$ cat src/rtl/mhd_err_accum.sv
// mhd_err_accum: streaming Hamming-distance error accumulator.
// Stage 1 captures exact^approx, stage 2 registers the popcount,
// stage 3 folds the distance into saturating window statistics.
module mhd_err_accum #(
  parameter int unsigned WIDTH = 130,
  parameter int unsigned DW    = $clog2(WIDTH + 1),
  parameter int unsigned SUM_W = 32,
  parameter int unsigned CNT_W = 24
) (
  input  logic             clk,
  input  logic             rst,
  input  logic             start,
  input  logic             in_valid,
  output logic             in_ready,
  input  logic             in_last,
  input  logic [WIDTH-1:0] exact,
  input  logic [WIDTH-1:0] approx,
  input  logic [DW-1:0]    thresh,
  output logic [DW-1:0]    hd_out,
  output logic             hd_valid,
  output logic [SUM_W-1:0] sum_hd,
  output logic [DW-1:0]    max_hd,
  output logic [CNT_W-1:0] err_cnt,
  output logic [CNT_W-1:0] thr_cnt,
  output logic [CNT_W-1:0] sample_cnt,
  output logic             sat,
  output logic             done
);

  // Popcount is split into 8-bit chunks whose partial counts are then summed.
  localparam int unsigned CHUNK  = 8;
  localparam int unsigned NCHUNK = (WIDTH + CHUNK - 1) / CHUNK;
  localparam int unsigned PADW   = NCHUNK * CHUNK;
  localparam int unsigned CW     = 4;

  typedef enum logic [1:0] {
    IDLE  = 2'd0,
    RUN   = 2'd1,
    DRAIN = 2'd2,
    DONE  = 2'd3
  } state_t;

  state_t           state;

  logic             accept_c;
  logic [WIDTH-1:0] s1_diff;
  logic             s1_valid;
  logic             s1_last;
  logic             s2_last;
  logic [DW-1:0]    thresh_q;

  logic [PADW-1:0]  pad_c;
  logic [CW-1:0]    chunk_c [NCHUNK];
  logic [DW-1:0]    pop_c;

  logic [SUM_W:0]   sum_nx_c;
  logic [CNT_W:0]   err_nx_c;
  logic [CNT_W:0]   thr_nx_c;
  logic [CNT_W:0]   smp_nx_c;
  logic             hd_nz_c;
  logic             hd_over_c;
  logic             sum_ovf_c;
  logic             err_ovf_c;
  logic             thr_ovf_c;
  logic             smp_ovf_c;

  // A start pulse wins over a same-cycle handshake, so that sample is dropped.
  assign accept_c = in_valid & in_ready & ~start;

  // Window control: IDLE -> RUN -> DRAIN -> DONE, start restarts from anywhere.
  always_ff @(posedge clk) begin
    if (rst) begin
      state    <= IDLE;
      in_ready <= 1'b0;
      done     <= 1'b0;
    end else if (start) begin
      state    <= RUN;
      in_ready <= 1'b1;
      done     <= 1'b0;
    end else begin
      case (state)
        RUN: begin
          if (accept_c && in_last) begin
            state    <= DRAIN;
            in_ready <= 1'b0;
          end
        end
        DRAIN: begin
          // The last sample is in stage 2 now and lands in the statistics this edge.
          if (hd_valid && s2_last) begin
            state <= DONE;
            done  <= 1'b1;
          end
        end
        IDLE, DONE: begin
          state <= state;
        end
        default: begin
          state    <= IDLE;
          in_ready <= 1'b0;
          done     <= 1'b0;
        end
      endcase
    end
  end

  // Threshold is captured once per window.
  always_ff @(posedge clk) begin
    if (rst) begin
      thresh_q <= '0;
    end else if (start) begin
      thresh_q <= thresh;
    end
  end

  // Stage 1: capture the bit difference of each accepted sample.
  always_ff @(posedge clk) begin
    if (rst || start) begin
      s1_diff  <= '0;
      s1_valid <= 1'b0;
      s1_last  <= 1'b0;
    end else begin
      s1_valid <= accept_c;
      s1_last  <= accept_c & in_last;
      if (accept_c) begin
        s1_diff <= exact ^ approx;
      end
    end
  end

  // Single-cycle popcount tree over the stage-1 difference vector.
  always_comb begin
    pad_c = PADW'(s1_diff);
    pop_c = '0;
    for (int c = 0; c < int'(NCHUNK); c++) begin
      chunk_c[c] = '0;
    end
    for (int c = 0; c < int'(NCHUNK); c++) begin
      for (int b = 0; b < int'(CHUNK); b++) begin
        chunk_c[c] = chunk_c[c] + CW'(pad_c[c * int'(CHUNK) + b]);
      end
    end
    for (int c = 0; c < int'(NCHUNK); c++) begin
      pop_c = pop_c + DW'(chunk_c[c]);
    end
  end

  // Stage 2: publish the distance; hd_out holds the last value between samples.
  always_ff @(posedge clk) begin
    if (rst || start) begin
      hd_out   <= '0;
      hd_valid <= 1'b0;
      s2_last  <= 1'b0;
    end else begin
      hd_valid <= s1_valid;
      s2_last  <= s1_last;
      if (s1_valid) begin
        hd_out <= pop_c;
      end
    end
  end

  // Candidate accumulator values, one bit wider to expose overflow.
  always_comb begin
    hd_nz_c   = (hd_out != '0);
    hd_over_c = (hd_out > thresh_q);
    sum_nx_c  = {1'b0, sum_hd} + (SUM_W + 1)'(hd_out);
    err_nx_c  = {1'b0, err_cnt} + (CNT_W + 1)'(1);
    thr_nx_c  = {1'b0, thr_cnt} + (CNT_W + 1)'(1);
    smp_nx_c  = {1'b0, sample_cnt} + (CNT_W + 1)'(1);
    sum_ovf_c = sum_nx_c[SUM_W];
    err_ovf_c = hd_nz_c & err_nx_c[CNT_W];
    thr_ovf_c = hd_over_c & thr_nx_c[CNT_W];
    smp_ovf_c = smp_nx_c[CNT_W];
  end

  // Stage 3: saturating window statistics with a sticky clamp flag.
  always_ff @(posedge clk) begin
    if (rst || start) begin
      sum_hd     <= '0;
      max_hd     <= '0;
      err_cnt    <= '0;
      thr_cnt    <= '0;
      sample_cnt <= '0;
      sat        <= 1'b0;
    end else if (hd_valid) begin
      sum_hd <= sum_ovf_c ? '1 : sum_nx_c[SUM_W-1:0];
      if (hd_out > max_hd) begin
        max_hd <= hd_out;
      end
      if (hd_nz_c) begin
        err_cnt <= err_ovf_c ? '1 : err_nx_c[CNT_W-1:0];
      end
      if (hd_over_c) begin
        thr_cnt <= thr_ovf_c ? '1 : thr_nx_c[CNT_W-1:0];
      end
      sample_cnt <= smp_ovf_c ? '1 : smp_nx_c[CNT_W-1:0];
      sat        <= sat | sum_ovf_c | err_ovf_c | thr_ovf_c | smp_ovf_c;
    end
  end

endmodule

$ cat config.mk
export PLATFORM = sky130hd
export DESIGN_NAME = mhd_err_accum
export DESIGN_NICKNAME = d
export VERILOG_FILES = /design/src/rtl/mhd_err_accum.sv
export SDC_FILE = /design/constraint.sdc
export NUM_CORES = 1
export LEC_CHECK = 0
export CORE_ASPECT_RATIO = 0.8
export CORE_MARGIN = 2
export CORE_UTILIZATION = 40
export CTS_CLUSTER_SIZE = 40
export DETAILED_ROUTE_END_ITERATION = 6
export HOLD_SLACK_MARGIN = 0.1
export PLACE_DENSITY = 0.74
export SYNTH_ARGS = -nofsm -noshare
export SYNTH_HDL_FRONTEND = slang
export SYNTH_SLANG_ARGS = --single-unit
$ cat constraint.sdc
create_clock -name clk -period 8.36 [get_ports clk]
set_input_delay 2.508 -clock clk [delete_from_list [all_inputs] [get_ports clk]]
set_output_delay 2.508 -clock clk [all_outputs]
set_load 0.01 [all_outputs]
==> results of run 1 <==
-- kinds of logic after synthesis --
family | Yosys count | synth area share (%)
DFF | 267 | 35.1
xor gates and xnor gates | 204 | 11.7
AOI/OAI and AO/OA | 445 | 15.4
and+or+nand+nor | 284 | 9.85
buffers and inverters | 272 | 6.84
adders and majority gates | 172 | 19.9
muxes | 19 | 1.25
-- layer usage --
layer / up-vias / global-route usage, %
met2: 442 / 36.0
met5: - / 0
met3: 60 / 3.34
met1: 6206 / 27.6
met4: 0 / 5.41
li1: 6276 / -
-- Yosys cell counts (all sizes together) (2+ instances only) --
library cell,instances
a31o,3
or3,3
nand3,50
nor3,16
or2,2
o21bai,3
nor2,64
o211a,2
nor4b,2
inv,196
xor2,52
fa,118
dfxtp,267
o21a,2
a211oi,6
nand2b,3
and4,9
a21o,4
nor4,4
o31ai,2
ha,54
o21ai,52
and3,30
a21oi,351
buf,11
nand4,31
xnor2,152
nor2b,8
a31oi,10
a311oi,3
nand2,46
and2,11
clkbuf,65
mux2i,19
-- worst register-to-register path: cells and delay by family (launching register included) --
family | cells | cell delay, ns
AOI/OAI and AO/OA | 4 | 0.70
buffers and inverters | 6 | 0.34
xor gates and xnor gates | 1 | 0.08
adders and majority gates | 11 | 5.60
muxes | 1 | 0.13
DFF | 1 | 0.34
and+or+nand+nor | 1 | 0.05
-- sequential cells by signal, summed over array words and instances (netlist names) --
signal,count
in_ready,1
max_hd,8
hd_valid,1
s1_diff,130
err_cnt,24
s2_last,1
s1_last,1
state,2
hd_out,8
thresh_q,8
sat,1
sample_cnt,24
sum_hd,32
done,1
thr_cnt,24
s1_valid,1
-- layout make-up --
class	instances	area [µm²]	share of cell area [%]
clock inverters	21	224	1.09
multi-input cells	1124	8880	43.1
clock buffers	33	761	3.69
flip-flops and latches	267	5350	26.0
repair buffers	403	4030	19.6
inverters	196	738	3.59
diodes	1	2.50	0.0122
well taps	487	609	2.96
-- per-stage QoR --
step | hold WS, ns | power [mW] | setup slack (ns)
2_1_floorplan | 0.406 | 2.27 | 1.32
3_5_place_dp | 0.419 | 2.66 | 0.974
3_3_place_gp | 0.412 | 2.63 | 1.14
6_report | 0.435 | 3.94 | 1.02
5_1_grt | 0.464 | 4.24 | 0.619
4_1_cts | 0.433 | 4.00 | 0.958
-- where the power goes --
| group | internal, mW | total (mW) | switching, mW |
|---|---|---|---|
| Clock | 0.780 | 1.33 | 0.551 |
| Sequential | 1.30 | 1.32 | 0.0226 |
| Combinational | 0.612 | 1.29 | 0.678 |
-- worst paths after layout --
| path | depth (start not counted) | to | slack [ns] |
|---|---|---|---|
| worst min register to register | 1 | s2_last$_SDFF_PP0_ | 0.44 |
| worst min-delay path | 1 | s2_last$_SDFF_PP0_ | 0.44 |
| worst max register to register | 24 | hd_out[6]$_SDFFE_PP0P_ | 1.02 |
| worst max-delay path | 24 | hd_out[6]$_SDFFE_PP0P_ | 1.02 |
==> impl_results.md, run 1 <==
- Via density: 5.13
- Worst-Skew Late Latency: 0.56 ns
- Floorplan row count: 63
- Post-CTS setup buffer count: 0
- Met2 wire length: 20.7 mm
- Die W: 222 µm
- Synth area leader: dfxtp_1
- CP Capture Type: flop
- Chip height: 179 µm
- Pwr/cell area: 191 nW/µm²
- Clock transition at path regs: 0.07 ns
- Worst setup path category: reg -> reg
- Uppermost routed layer: met4
- Fillers: 3275
- Routability cong.: 0.888
- Number of buffers created by CTS: 29
- Top post-synthesis cells by area: dfxtp_1 (35%), fa_1 (15%), a21oi_1 (11%)
- CP startpoint kind: flop
- Yosys Warn Count: 0
- Final setup vio count: 0
- Worst Hold Launch: s1_last$_SDFF_PP0_
- Hold Crit Class: reg -> reg
- Met3 wire length: 2.48 mm
- GRT Total Usage: 21.0%
- DR pass1 iterations: 7
- Nets: 2466
- Worst path cell trace: inv_1, fa_1, inv_1, fa_1, fa_1, inv_1, fa_1, inv_1, fa_1, fa_1, fa_1, fa_1, fa_1, inv_1, fa_1, inv_1, fa_1, a21o_1, a21oi_1, o21bai_1, a21oi_1, xnor2_1, mux2i_1, nor2_1
- Netlist Area Pre-Place: 15200 µm²
- WP buf/inv: 6
- Cells after DPL: 2477
- Worst r2r src: s1_diff[35]$_SDFFE_PP0P_
- CTS Root Cell: clkbuf_16
- Minimum clock period: 7.34 ns
- Wire length per cell: 17.0 µm
- # IOs: 397
- Slowest-stage cell, CP: fa_1
- Worst EP required: 8.80 ns
- Area Growth Syn to Fin: 35.0%
- Outcome: complete, no violations
- Die Area: 39700 µm²
- Final Hold Fails: 0
- Initial antenna violation count: 2
- Fin util: 55.2%
- Mapped Cells: 1663
- CP Data Arrival Time: 7.78 ns
- Grt ovf: 0
- Post-Route M1 WL: 18.7 mm
- Count of pins over their slew limit: 0
- Post-DP Area: 19600 µm²
- Routed Antenna Nets: 0
- CP startpoint: s1_diff[35]$_SDFFE_PP0P_
- Most common cell after layout, fill and taps aside: clkdlybuf4s50_1
- CTS tree: built
- Most frequent cells in the layout: clkdlybuf4s50_1 (396), a21oi_1 (350), dfxtp_1 (267)
- Unrepaired setup endpoints after global routing: no
- Yosys cell types: 58
- 1st-iter DRT viols: 963
- Total of max-cap violations: 0
- Routed via count: 13000
- Crit path largest cell delay: 0.55 ns
- First-pass GRT wire length: 66.3 mm
- Period utilisation layout: 87.8%
- Longest Clk Path Bufs: 3
- Maximum VDD drop: 201 µV
- Number of flops mapped to enable cells by yosys: 0
- Hold buffer count at cts: 0
- Final Cell Area: 20600 µm²
- Cts repair resizes: 0
- Worst-margin pin slew: 1.13 ns
- Max_slew headroom: 24.6%
- Fin cells: 2532
- Leakage Power: 8.07 nW
- CP Max Fanout: 2
- Yosys reg bits: 267
- Fmax achieved: 136 MHz
- Mapped Nets: 2108
- Worst Skew: 0.0114 ns
- Seq/Total Area, Yosys: 35.1%
- Largest net degree at the start of global routing: 166
- Share of cells above drive strength 1: 3.72%
- H-tree Lvls: 1
- Clock sink total: 267
- Number of global-route vias before repair: 12600
- Setup TNS: 0 ns
- Post-synth ARST share: 0%
- CORE AREA: 37300 µm²
- Synth top area share: 35.1%
- DRC: 0
- CP most frequent cell: fa_1
- Initial cell density of the core: 40.9%
- Syn_area_per_cell: 9.17 µm²
- IO buf count: 396
- Post-synth top flop: dfxtp_1
- WL final: 43.0 mm
- Placed wire-length estimate: 32.8 mm
- Delay-heaviest family, CP: adder cells
No activity file was read; power rests on OpenSTA's default activity.
==> run 2, diff against run 1 <==
Settings changed: CTS_CLUSTER_DIAMETER set to 30.
Clock period 8.36 ns to 6.96 ns, I/O delays scaled along.
==> impl_results.md, run 2 (synthesis results as in run 1) <==
- Hold Crit Depth: 1 (unchanged)
- First-pass GRT wire length: 69.6 mm (+4.9%)
- CORE AREA: 37300 µm² (unchanged)
- Largest net degree at the start of global routing: 79 (-52%)
- CTS tree: built
- Die Area: 39700 µm² (unchanged)
- Outcome: complete, but fails checks
- Most common cell after layout, fill and taps aside: clkdlybuf4s50_1
- R2R cell count: 25 (+4.2%)
- Number of global-route vias before repair: 13200 (+4.8%)
- Gate power share: 27.9% (-4.8 points)
- Die W: 222 µm (unchanged)
- Clock share of power: 46.7% (+13 points)
- Period utilisation layout: 102% (+14 points)
- Pre-CTS WS: -0.321 ns (-1.30 ns)
- Worst EP required: 7.38 ns (-1.42 ns)
- Int Power: 4.40 mW (+64%)
- Grt ovf: 0 (unchanged)
- Max reg flops: 130 (unchanged)
- Diodes inserted: 0 (-1)
- CP Capture Type: flop
- Final WS setup: -0.141 ns (-1.16 ns)
- Wire length per cell: 17.2 µm (+1.6%)
- Placed wire-length estimate: 33.2 mm (+1.3%)
- Largest Register: s1_diff
- Count of pins over their slew limit: 0 (unchanged)
- Seq pwr share: 25.4% (-8.1 points)
- Fillers: 3153 (-3.7%)
- Hold buffer count at cts: 0 (unchanged)
- Sw frac: 29.8% (-1.9 points)
- Failing checks: negative setup slack
- Routability cong.: 0.867 (-2.4%)
- DRC: 0 (unchanged)
- Pwr/cell area: 287 nW/µm² (+50%)
- Number of buffers created by CTS: 60 (+110%)
- Chip height: 179 µm (unchanged)
- Routed Antenna Nets: 0 (unchanged)
- 1st-iter DRT viols: 892 (-7.4%)
- Fin cells: 2596 (+2.5%)
- Fin Hold WS: 0.446 ns (+0.0107 ns)
- Routed via count: 13300 (+2.3%)
- Clock sink total: 267 (unchanged)
- Fin util: 58.6% (+3.3 points)
- CP Max Fanout: 2 (unchanged)
- Final Hold Fails: 0 (unchanged)
- CP Data Arrival Time: 7.52 ns (-0.26 ns)
- Final setup vio count: 1 (+1)
- Most frequent cells in the layout: clkdlybuf4s50_1 (396), a21oi_1 (347), dfxtp_1 (265)
- Initial antenna violation count: 0 (-2)
- Total of max-cap violations: 0 (unchanged)
- Multi-input logic area: 8920 µm² (+0.41%)
- Hold Crit Class: reg -> reg
- # IOs: 397 (unchanged)
- Maximum VDD drop: 357 µV (+77%)
- Floorplan row count: 63 (unchanged)
- Setup TNS: -0.141 ns (-0.141 ns)
- Worst setup path category: reg -> reg
- Biggest registers after layout: s1_diff: 130 flops, sum_hd: 32 flops
- Register area: 5350 µm² (about the same)
- Post-DP Area: 19700 µm² (+0.30%)
- Final Cell Area: 21800 µm² (+6.0%)
- Max_slew headroom: 22.0% (-2.6 points)
- Minimum clock period: 7.10 ns (-0.240 ns)
- GRT Total Usage: 22.0% (+1.0 points)
- H-tree Lvls: 2 (+1)
- Switching power total: 1.87 mW (+49%)
- Fmax achieved: 141 MHz (+3.4%)
- Cells after DPL: 2482 (+0.20%)
- Total power draw: 6.27 mW (+59%)
- Initial cell density of the core: 40.9% (unchanged)
- Leakage Power: 8.64 nW (+7.0%)
- Unrepaired setup endpoints after global routing: yes
- Longest Clk Path Bufs: 3 (unchanged)
- CTS Root Cell: clkbuf_16
- WL final: 44.7 mm (+4.1%)
- Worst-Skew Late Latency: 0.59 ns (+0.03 ns)
- IO buf count: 396 (unchanged)
- Area Growth Syn to Fin: 43.2%
- Worst Skew: 0.0449 ns (+0.0336 ns)
- Worst-margin pin slew: 1.17 ns (+0.0363 ns)
- Via density: 5.12 (-0.24%)
- Share of cells above drive strength 1: 7.30% (+3.6 points)
- DR pass1 iterations: 5 (-2)
- CP startpoint kind: flop
- Nets: 2503 (+1.5%)
- Clock transition at path regs: 0.05 ns (-0.02 ns)
-- run 2: cell count changes in the layout (fill, tap and decap cells not counted), moves of 4 or more --
cell        previous run  this run
clkbuf_16             29        62
fa_1                 118       110
fa_2                   0         8
clkinv_4               1         7
buf_4                  6        11
bufinv_16              4         8
clkinvlp_4             3         7
inv_8                  0         4
-- run 2: what timing repair did --
item / in CTS / in global routing
pin swaps: 13 / 11
setup buffers: 1 / 0
resized for setup: 9 / 5
endpoints found under the setup margin: 5 / 5
-- run 2: layout make-up --
type,count,share of cell area (%)
clock buffer,71,7.44
clock inverter,42,2.33
inverter,196,3.38
multi-input combinational,1124,40.8
sequential,267,24.5
tap,487,2.79
timing repair buffer,409,18.7
-- run 2: critical path, stage by stage (launching register included) --
cell and delay (ns):
dfxtp_1 0.32, inv_1 0.06, fa_1 0.53, inv_1 0.06, fa_2 0.52, inv_1 0.05
fa_1 0.48, inv_1 0.05, fa_1 0.49, inv_1 0.06, fa_1 0.45, fa_1 0.53
fa_1 0.43, fa_1 0.52, fa_1 0.43, fa_1 0.50, inv_1 0.04, ha_2 0.17
fa_2 0.34, a21o_1 0.20, a21oi_2 0.15, o21bai_1 0.09, a21oi_1 0.17, xnor2_1 0.11
mux2i_1 0.14, nor2_1 0.05
-- run 2: metal layers --
metal  GRT usage [%]  vias up  part of all wire, %
li1                -     6383                    -
met4            6.48        0                  2.2
met5               0        -                    0
met1            28.6     6371                   43
met2            37.0      453                   49
met3            4.45       73                  6.1
-- run 2: power by group through the flow --
stage / registers (mW) / logic (mW) / clock network (mW)
after floorplan: 1.61 / 1.14 / 0
after global placement: 1.62 / 1.69 / 0
after detailed placement: 1.62 / 1.75 / 0
after CTS: 1.59 / 1.80 / 2.97
after global routing: 1.59 / 2.04 / 3.06
final: 1.59 / 1.75 / 2.93
-- run 2: worst paths after layout --
path | slack (ns) | end | startpoint
max | -0.14 | hd_out[6]$_SDFFE_PP0P_ | s1_diff[35]$_SDFFE_PP0P_
min | 0.45 | s2_last$_SDFF_PP0_ | s1_last$_SDFF_PP0_
max reg2reg | -0.14 | hd_out[6]$_SDFFE_PP0P_ | s1_diff[35]$_SDFFE_PP0P_
min reg2reg | 0.45 | s2_last$_SDFF_PP0_ | s1_last$_SDFF_PP0_
